===== src/rtl/regfile_arbiter_pkg.sv =====
// Shared types for the two-requester register file arbiter.
// State encoding, requester id and requester count.
package regfile_arb_pkg;

   localparam int NUM_REQ = 2;

   typedef enum logic [1:0] {
      IDLE  = 2'd0,
      WRITE = 2'd1,
      READ  = 2'd2,
      RESP  = 2'd3
   } state_t;

   typedef logic id_t;

endpackage


===== src/rtl/regfile_arbiter_if.sv =====
// Requester-side bundle for the register file arbiter.
// Two identical req/gnt/done/valid sets, one per requester.
interface regfile_arbiter_if #(
   parameter int WIDTH = 16,
   parameter int AddrW = 3
);

   logic             Req0;
   logic             Wr0;
   logic [AddrW-1:0] Addr0;
   logic [WIDTH-1:0] WrData0;
   logic             Gnt0;
   logic             Done0;
   logic             RdValid0;
   logic [WIDTH-1:0] RdData0;

   logic             Req1;
   logic             Wr1;
   logic [AddrW-1:0] Addr1;
   logic [WIDTH-1:0] WrData1;
   logic             Gnt1;
   logic             Done1;
   logic             RdValid1;
   logic [WIDTH-1:0] RdData1;

   modport master (
      output Req0, Wr0, Addr0, WrData0,
      input  Gnt0, Done0, RdValid0, RdData0,
      output Req1, Wr1, Addr1, WrData1,
      input  Gnt1, Done1, RdValid1, RdData1
   );

   modport slave (
      input  Req0, Wr0, Addr0, WrData0,
      output Gnt0, Done0, RdValid0, RdData0,
      input  Req1, Wr1, Addr1, WrData1,
      output Gnt1, Done1, RdValid1, RdData1
   );

endinterface


===== src/rtl/regfile_arbiter_rr.sv =====
// Two-way round-robin grant, purely combinational.
// On a tie the id not granted last time wins.
module rr_arbiter_2
   import regfile_arb_pkg::*;
(
   input  logic [NUM_REQ-1:0] req,
   input  id_t                last,
   input  logic               en,
   output logic [NUM_REQ-1:0] gnt
);

   // One-hot grant; a lone requester wins regardless of the pointer
   always_comb begin
      gnt = '0;
      if (en) begin
         unique case (req)
            2'b01:   gnt = 2'b01;
            2'b10:   gnt = 2'b10;
            2'b11:   gnt = last ? 2'b01 : 2'b10;
            default: gnt = '0;
         endcase
      end
   end

endmodule


===== src/rtl/regfile_arbiter.sv =====
// Shares a single-port register file between two requesters.
// One transaction in flight; writes take 2 cycles, reads 3.
module regfile_arbiter
   import regfile_arb_pkg::*;
#(
   parameter int WIDTH = 16,
   parameter int AddrW = 3
) (
   input  logic             CLK,
   input  logic             RST,
   regfile_arbiter_if.slave bus,
   output logic             RfRdEn,
   output logic             RfWrEn,
   output logic [AddrW-1:0] RfAddr,
   output logic [WIDTH-1:0] RfWrData,
   input  logic [WIDTH-1:0] RfRdData
);

   state_t               state;
   state_t               state_nxt;
   id_t                  owner;
   id_t                  ptr;
   logic [AddrW-1:0]     own_addr;
   logic [WIDTH-1:0]     own_data;
   logic [NUM_REQ-1:0]   req;
   logic [NUM_REQ-1:0]   gnt;
   logic [NUM_REQ-1:0]   done;
   logic [NUM_REQ-1:0]   vld;
   id_t                  win;
   logic                 win_wr;
   logic [AddrW-1:0]     win_addr;
   logic [WIDTH-1:0]     win_data;

   assign req = {bus.Req1, bus.Req0};

   rr_arbiter_2 u_rr (
      .req  (req),
      .last (ptr),
      .en   (state == IDLE),
      .gnt  (gnt)
   );

   assign win      = gnt[1];
   assign win_wr   = win ? bus.Wr1     : bus.Wr0;
   assign win_addr = win ? bus.Addr1   : bus.Addr0;
   assign win_data = win ? bus.WrData1 : bus.WrData0;

   // FSM state register
   always_ff @(posedge CLK) begin
      if (RST) begin
         state <= IDLE;
      end else begin
         state <= state_nxt;
      end
   end

   // Owner, transaction and priority pointer capture on a grant
   always_ff @(posedge CLK) begin
      if (RST) begin
         owner    <= 1'b0;
         ptr      <= 1'b1;
         own_addr <= '0;
         own_data <= '0;
      end else if (|gnt) begin
         owner    <= win;
         ptr      <= win;
         own_addr <= win_addr;
         own_data <= win_data;
      end
   end

   // Next state and per-state regfile enables / completion pulses
   always_comb begin
      state_nxt = state;
      RfRdEn    = 1'b0;
      RfWrEn    = 1'b0;
      done      = '0;
      vld       = '0;
      unique case (state)
         IDLE: begin
            if (|gnt) begin
               state_nxt = win_wr ? WRITE : READ;
            end
         end
         WRITE: begin
            RfWrEn      = 1'b1;
            done[owner] = 1'b1;
            state_nxt   = IDLE;
         end
         READ: begin
            RfRdEn    = 1'b1;
            state_nxt = RESP;
         end
         RESP: begin
            vld[owner] = 1'b1;
            state_nxt  = IDLE;
         end
         default: state_nxt = IDLE;
      endcase
   end

   assign RfAddr   = own_addr;
   assign RfWrData = own_data;

   assign bus.Gnt0     = gnt[0];
   assign bus.Gnt1     = gnt[1];
   assign bus.Done0    = done[0];
   assign bus.Done1    = done[1];
   assign bus.RdValid0 = vld[0];
   assign bus.RdValid1 = vld[1];
   assign bus.RdData0  = RfRdData;
   assign bus.RdData1  = RfRdData;

endmodule

===== src/flat_wrapper.sv =====
// flat-port wrapper written by rule: the top's interface ports become plain ports
module regfile_arbiter_flat import regfile_arb_pkg::*;
#(
   parameter int WIDTH = 16,
   parameter int AddrW = 3
)
  (CLK, RST, RfRdEn, RfWrEn, RfAddr, RfWrData, RfRdData, bus_Req0, bus_Wr0, bus_Addr0, bus_WrData0, bus_Gnt0, bus_Done0, bus_RdValid0, bus_RdData0, bus_Req1, bus_Wr1, bus_Addr1, bus_WrData1, bus_Gnt1, bus_Done1, bus_RdValid1, bus_RdData1);
  regfile_arbiter_if #(.WIDTH(WIDTH), .AddrW(AddrW)) bus_i ();
  input  logic CLK;
  input  logic RST;
  output logic RfRdEn;
  output logic RfWrEn;
  output logic [AddrW-1:0] RfAddr;
  output logic [WIDTH-1:0] RfWrData;
  input  logic [WIDTH-1:0] RfRdData;
  input wire logic [$bits(bus_i.Req0)-1:0] bus_Req0;
  input wire logic [$bits(bus_i.Wr0)-1:0] bus_Wr0;
  input wire logic [$bits(bus_i.Addr0)-1:0] bus_Addr0;
  input wire logic [$bits(bus_i.WrData0)-1:0] bus_WrData0;
  output wire logic [$bits(bus_i.Gnt0)-1:0] bus_Gnt0;
  output wire logic [$bits(bus_i.Done0)-1:0] bus_Done0;
  output wire logic [$bits(bus_i.RdValid0)-1:0] bus_RdValid0;
  output wire logic [$bits(bus_i.RdData0)-1:0] bus_RdData0;
  input wire logic [$bits(bus_i.Req1)-1:0] bus_Req1;
  input wire logic [$bits(bus_i.Wr1)-1:0] bus_Wr1;
  input wire logic [$bits(bus_i.Addr1)-1:0] bus_Addr1;
  input wire logic [$bits(bus_i.WrData1)-1:0] bus_WrData1;
  output wire logic [$bits(bus_i.Gnt1)-1:0] bus_Gnt1;
  output wire logic [$bits(bus_i.Done1)-1:0] bus_Done1;
  output wire logic [$bits(bus_i.RdValid1)-1:0] bus_RdValid1;
  output wire logic [$bits(bus_i.RdData1)-1:0] bus_RdData1;
  assign bus_i.Req0 = bus_Req0;
  assign bus_i.Wr0 = bus_Wr0;
  assign bus_i.Addr0 = bus_Addr0;
  assign bus_i.WrData0 = bus_WrData0;
  assign bus_Gnt0 = bus_i.Gnt0;
  assign bus_Done0 = bus_i.Done0;
  assign bus_RdValid0 = bus_i.RdValid0;
  assign bus_RdData0 = bus_i.RdData0;
  assign bus_i.Req1 = bus_Req1;
  assign bus_i.Wr1 = bus_Wr1;
  assign bus_i.Addr1 = bus_Addr1;
  assign bus_i.WrData1 = bus_WrData1;
  assign bus_Gnt1 = bus_i.Gnt1;
  assign bus_Done1 = bus_i.Done1;
  assign bus_RdValid1 = bus_i.RdValid1;
  assign bus_RdData1 = bus_i.RdData1;
  regfile_arbiter #(.WIDTH(WIDTH), .AddrW(AddrW)) u_core (.CLK(CLK), .RST(RST), .bus(bus_i), .RfRdEn(RfRdEn), .RfWrEn(RfWrEn), .RfAddr(RfAddr), .RfWrData(RfWrData), .RfRdData(RfRdData));
endmodule

===== config.mk =====
export PLATFORM = sky130hd
export DESIGN_NAME = regfile_arbiter_flat
export DESIGN_NICKNAME = d
export VERILOG_FILES = /design/src/rtl/regfile_arbiter_pkg.sv /design/src/rtl/regfile_arbiter_if.sv /design/src/rtl/regfile_arbiter_rr.sv /design/src/rtl/regfile_arbiter.sv /design/src/flat_wrapper.sv
export SDC_FILE = /design/constraint.sdc
export NUM_CORES = 1
export LEC_CHECK = 0
export CAP_MARGIN = 20
export CORE_ASPECT_RATIO = 0.8
export CORE_UTILIZATION = 33
export CTS_CLUSTER_SIZE = 12
export DETAILED_ROUTE_END_ITERATION = 10
export PLACE_DENSITY = 0.8
export SLEW_MARGIN = 20
export SYNTH_ARGS = -nofsm -noshare
export SYNTH_HDL_FRONTEND = slang
export SYNTH_SLANG_ARGS = --single-unit

===== constraint.sdc =====
create_clock -name CLK -period 2.4 [get_ports CLK]
set_clock_uncertainty 0.05 [all_clocks]
set_input_delay 0.36 -clock CLK [delete_from_list [all_inputs] [get_ports CLK]]
set_output_delay 0.36 -clock CLK [all_outputs]
set_load 0.01 [all_outputs]

## Word-level counts from Yosys, hierarchy flattened

Cells that the tools add are included.

- Register bits after elaboration: 23
- Bits of input ports: 60
- Output and inout bits: 59

- Order comparisons: 2
- Equal/unequal tests: 7
- Multiplexer cells: 15
- Reductions and logical operators: 4

Operators by type and width:

| kind | number |
|---|---|
| 16-bit 2-to-1 mux | 1 |
| 2-bit 2-to-1 mux | 6 |
| 2-bit case mux with 3 select lines | 2 |
| 2-bit == test, second input constant | 4 |
| 2-bit by 1-bit == test with 1-bit output, second input constant | 2 |
| 1-bit 2-to-1 mux | 4 |
| 2-bit OR reduction | 2 |
| 3-bit 2-to-1 mux | 1 |
| 2-bit logical NOT | 1 |
| 1-bit by 2-bit less-than comparator with 1-bit output, second input constant | 1 |
| 2-bit by 1-bit != test with 1-bit output, second input constant | 1 |
| 1-bit demux with 1-bit select | 1 |
| 1-bit greater-or-equal comparator, second input constant | 1 |
| 1-bit logical AND | 1 |

## Depth between registers and ports, before layout

Gate-level depths: netlist of run 1.

- Word-level depth: 7
- Depth in mapped cells: 6
- Depth with buffers taken out: 3

## Hierarchy

A second synthesis of run 1 with hierarchy kept.

- Cell total of the unflattened synthesis: 147
- Area, all modules: 1,381.3 um^2

By module, submodules not included:

| module | instances | cells each | area an instance (um^2) | sequential area each (um^2) |
|---|---|---|---|---|
| regfile_arbiter | 1 | 142 | 1,360.1 | 460.4 |
| rr_arbiter_2 | 1 | 5 | 21.3 | 0.0 |

## Worst setup path after synthesis of run 1

OpenSTA, ideal clock, no wires.

- Path type: register -> output
- Start: register u_core.state[1]
- End: output bus_Gnt1
- Arrival: 1,386 ps
- Data required time: 1,990 ps
- Path slack: 604 ps
- Stages on the path, launching flop included: 7
- Cells stage by stage: dfxtp_1 -> buf_2 -> or3b_1 -> buf_2 -> or2_4 -> buf_6 -> inv_2

- Word-level cells in the longest chain between the ends: 2

Ends and longest elaborated chain:

| what | line | source |
|---|---|---|
| start: declaration | regfile_arbiter.sv:19 | `state_t state;` |
| start signal: assignment | regfile_arbiter.sv:53 | `state <= state_nxt;` |
| 2-bit logical NOT | regfile_arbiter.sv:39 | `.en (state == IDLE),` |
| 2-bit 2-to-1 mux | regfile_arbiter_rr.sv:15 | `if (en) begin` |
| end: declaration | flat_wrapper.sv:28 | `output wire logic [$bits(bus_i.Gnt1)-1:0] bus_Gnt1;` |

No other way between the ends.

## Worst setup path after layout of run 1

- Start: input bus_Req1
- End: output bus_Gnt1

- Word-level cells in the longest chain between the ends: 3
- Elaborated cells between the ends (all ways): 5
- Those cells by class: 3 x eq/ne; 2 x mux

Ends and longest elaborated chain:

| what | line | source |
|---|---|---|
| start: declaration | flat_wrapper.sv:24 | `input wire logic [$bits(bus_i.Req1)-1:0] bus_Req1;` |
| 2-bit == test / 2-bit by 1-bit == test with 1-bit output (equally long branches) | regfile_arbiter_rr.sv:16 | `unique case (req)` |
| 2-bit case mux with 3 select lines (*) | regfile_arbiter_rr.sv:16 |  |
| 2-bit 2-to-1 mux (*) | regfile_arbiter_rr.sv:15 |  |

Every way passes the cells marked *; elsewhere a longest branch is shown, timed or not.

==> results.toml, run 1 <==
[outcome]
status = "finished clean"

[detailed_routing]
wl_um = 4140
firstDrtPassIters = 4
viasPerCell = 5.22
post_drt_wl_per_cell_um = 15.1
dr_total_vias = 1429
ant_nets = 0
first_iter_violations = 69
post-route-drc-count = 0

[clocking]
htreeDepth = 1
clk_latency_ns = 0.27
cts.clk_slew.worst_paths_ns = 0.09
cts_sinks = 23
ctsLongestPathBuffers = 2
cts_tree = "yes"
cts_root_buffer = "clkbuf_8"
cts_buffers = 3

[synth]
postSynthRegisterBits = 23
yosys.area.top_type = "dfxtp_1"
avgSynthCellArea_um2 = 8.51
synth_top_area_share_pct = 30.4
yosysUniqueCellTypes = 27
syn_inst = 178
syn_nets = 238
yosysSeqAreaShare_pct = 30.4
ys_top_cells_by_area = "dfxtp_1, a2111oi_2, buf_4"
synth_warnings = 0
syn-cell-area_mm2 = 0.00152

[final_layout]
final_area_mm2 = 0.00212
drive_gt1_share_pct = 18.4
synthToLayoutAreaGrowth_pct = 39.6
diodes = 0
finalNetCount = 278
utilization_pct = 49.4

[power_and_ir_drop]
power_density_mw_per_mm2 = 592
power.leakage_nw = 0.734
vdd_drop_max_mv = 0.321

[critical_path]
end_kind = "output port"
cp-start-kind = "input pin"
worst-endpoint-required_ns = 1.99
arrival_ns = 1.79
critical_path_class = "in -> out"
critPathMaxFanout = 2

[global_routing]
grt_pass1_wl_um = 6720
grt_start_max_net_pins = 24
grt-ovfl-total = 0
grt_pass1_vias = 1398
antenna_found_initial = 0
track_usage_pct = 17.1

[timing]
holdWs_ns = 0.470
grt_setup_unrepaired = "false"
slew_violations = 0
post-route-min-period_ns = 2.20
max_slew.worst_pin.slew_ns = 0.401
tns_ns = 0
fin_ws_ns = 0.196
fmax_mhz = 454
max_slew_margin_pct = 73.3
setup_viol = 0
finalHoldViolations = 0
period_share_pct = 91.9

[floorplan]
die_y_um = 62.6
fp.dieW_um = 77.8
fp.dieArea_mm2 = 0.00487
coreArea_mm2 = 0.00428
start_util_pct = 35.4
row_count = 21
ios = 119

[placement]
dp_worst_setup_slack_ns = -0.0586
place_congestion = 0.729
dp_hpwl_um = 2960
placed_cell_area_mm2 = 0.00207
port-buffer-count = 70

[hold_path]
hold_class = "reg -> reg"

[run]
max-cap-violations = 0
layout by cell type (no fill, tap or decap), types with 3 or more instances in the layout:
master and n:
clkdlybuf4s50_1 68, a21oi_1 21, a2111oi_2 17, nor3_1 38
clkbuf_8 3, buf_4 14, dfxtp_1 23, nor2_1 6
per-stage QoR:
step,power (mW),cells
2_1_floorplan,0.812,178
3_3_place_gp,1.01,270
3_5_place_dp,1.02,270
4_1_cts,1.27,274
5_1_grt,1.32,274
6_report,1.25,274
flip-flops by register name, indices dropped and copies added, names as in the netlist:
register / count
u_core.RfAddr: 3
u_core.RfWrData: 16
u_core.owner: 1
u_core.ptr: 1
u_core.state: 2
routing by layer:
metal / share of wire [%] / vias up / wire length (µm) / GRT usage, %
met4: 0.29 / 0 / 12 / 2.12
met1: 49 / 683 / 2030 / 23.6
met2: 45 / 41 / 1870 / 27.7
met5: 0 / - / 0 / 0
met3: 5.7 / 2 / 237 / 3.94
li1: - / 703 / - / -
cell usage after synthesis:
cell	n
o21ai_0	1
inv_1	2
and2_1	2
a2111oi_2	17
buf_6	2
nor3_1	38
dfxtp_1	23
clkbuf_1	12
nand2_1	2
or2_4	1
a21oi_1	21
nor2b_1	2
a2111oi_1	2
or2_2	1
nor2_1	6
inv_2	1
o21ai_1	1
a211o_1	1
or3b_1	2
buf_4	32
buf_2	3
a31oi_1	1
nor3b_1	1
and3_1	1
or3b_2	1
or2_1	1
a311oi_1	1
worst max-delay path, cell delays in order:
cell,delay [ns]
clkdlybuf4s50_1,0.49
or3b_4,0.39
or2_4,0.26
inv_2,0.04
dlygate4sd2_1,0.25
final timing paths:
| kind | from | end | slack, ns | depth (start not counted) |
|---|---|---|---|---|
| max | bus_Req1 | bus_Gnt1 | 0.20 | 5 |
| min | u_core.owner | u_core.owner | 0.47 | 2 |
| max reg2reg | u_core.state[1] | u_core.RfWrData[9] | 0.54 | 4 |
| min reg2reg | u_core.owner | u_core.owner | 0.47 | 2 |
timing repair:
action,in CTS,in global routing
setup endpoints to repair,2,0
hold buffers,0,0
gates resized for setup,3,0
buffers inserted,0,0
cells by family after synthesis:
| group | Yosys count | synth area share (%) |
|---|---|---|
| flip-flops | 23 | 30.4 |
| AO/OA/AOI/OAI | 45 | 27.3 |
| buffers and inverters | 52 | 22.0 |
| AND/OR/NAND/NOR | 58 | 20.2 |
cell type report:
class                           count  area [µm²]
Clock inverter                      1        5.00
Timing Repair Buffer               84         803
Inverter                            3        11.3
Multi-Input combinational cell    103         723
Sequential cell                    23         460
Clock buffer                        3        41.3
Tap cell                           57        71.3
Fill cell                         424        2170
report_power, final:
part	internal (mW)	switching, mW	leakage, nW	total, mW
Combinational	0.285	0.247	0.518	0.531
Clock	0.116	0.130	0.0255	0.246
Sequential	0.438	0.0370	0.191	0.475
Total	0.839	0.414	0.734	1.25
Note: power is estimated with default switching activity, not from simulation.
==> run 2: changes to the inputs <==
Settings changed: HOLD_SLACK_MARGIN set to 0.03.
==> results of run 2 <==
No change in the layout: final DEF, timing and power equal those of run 1.
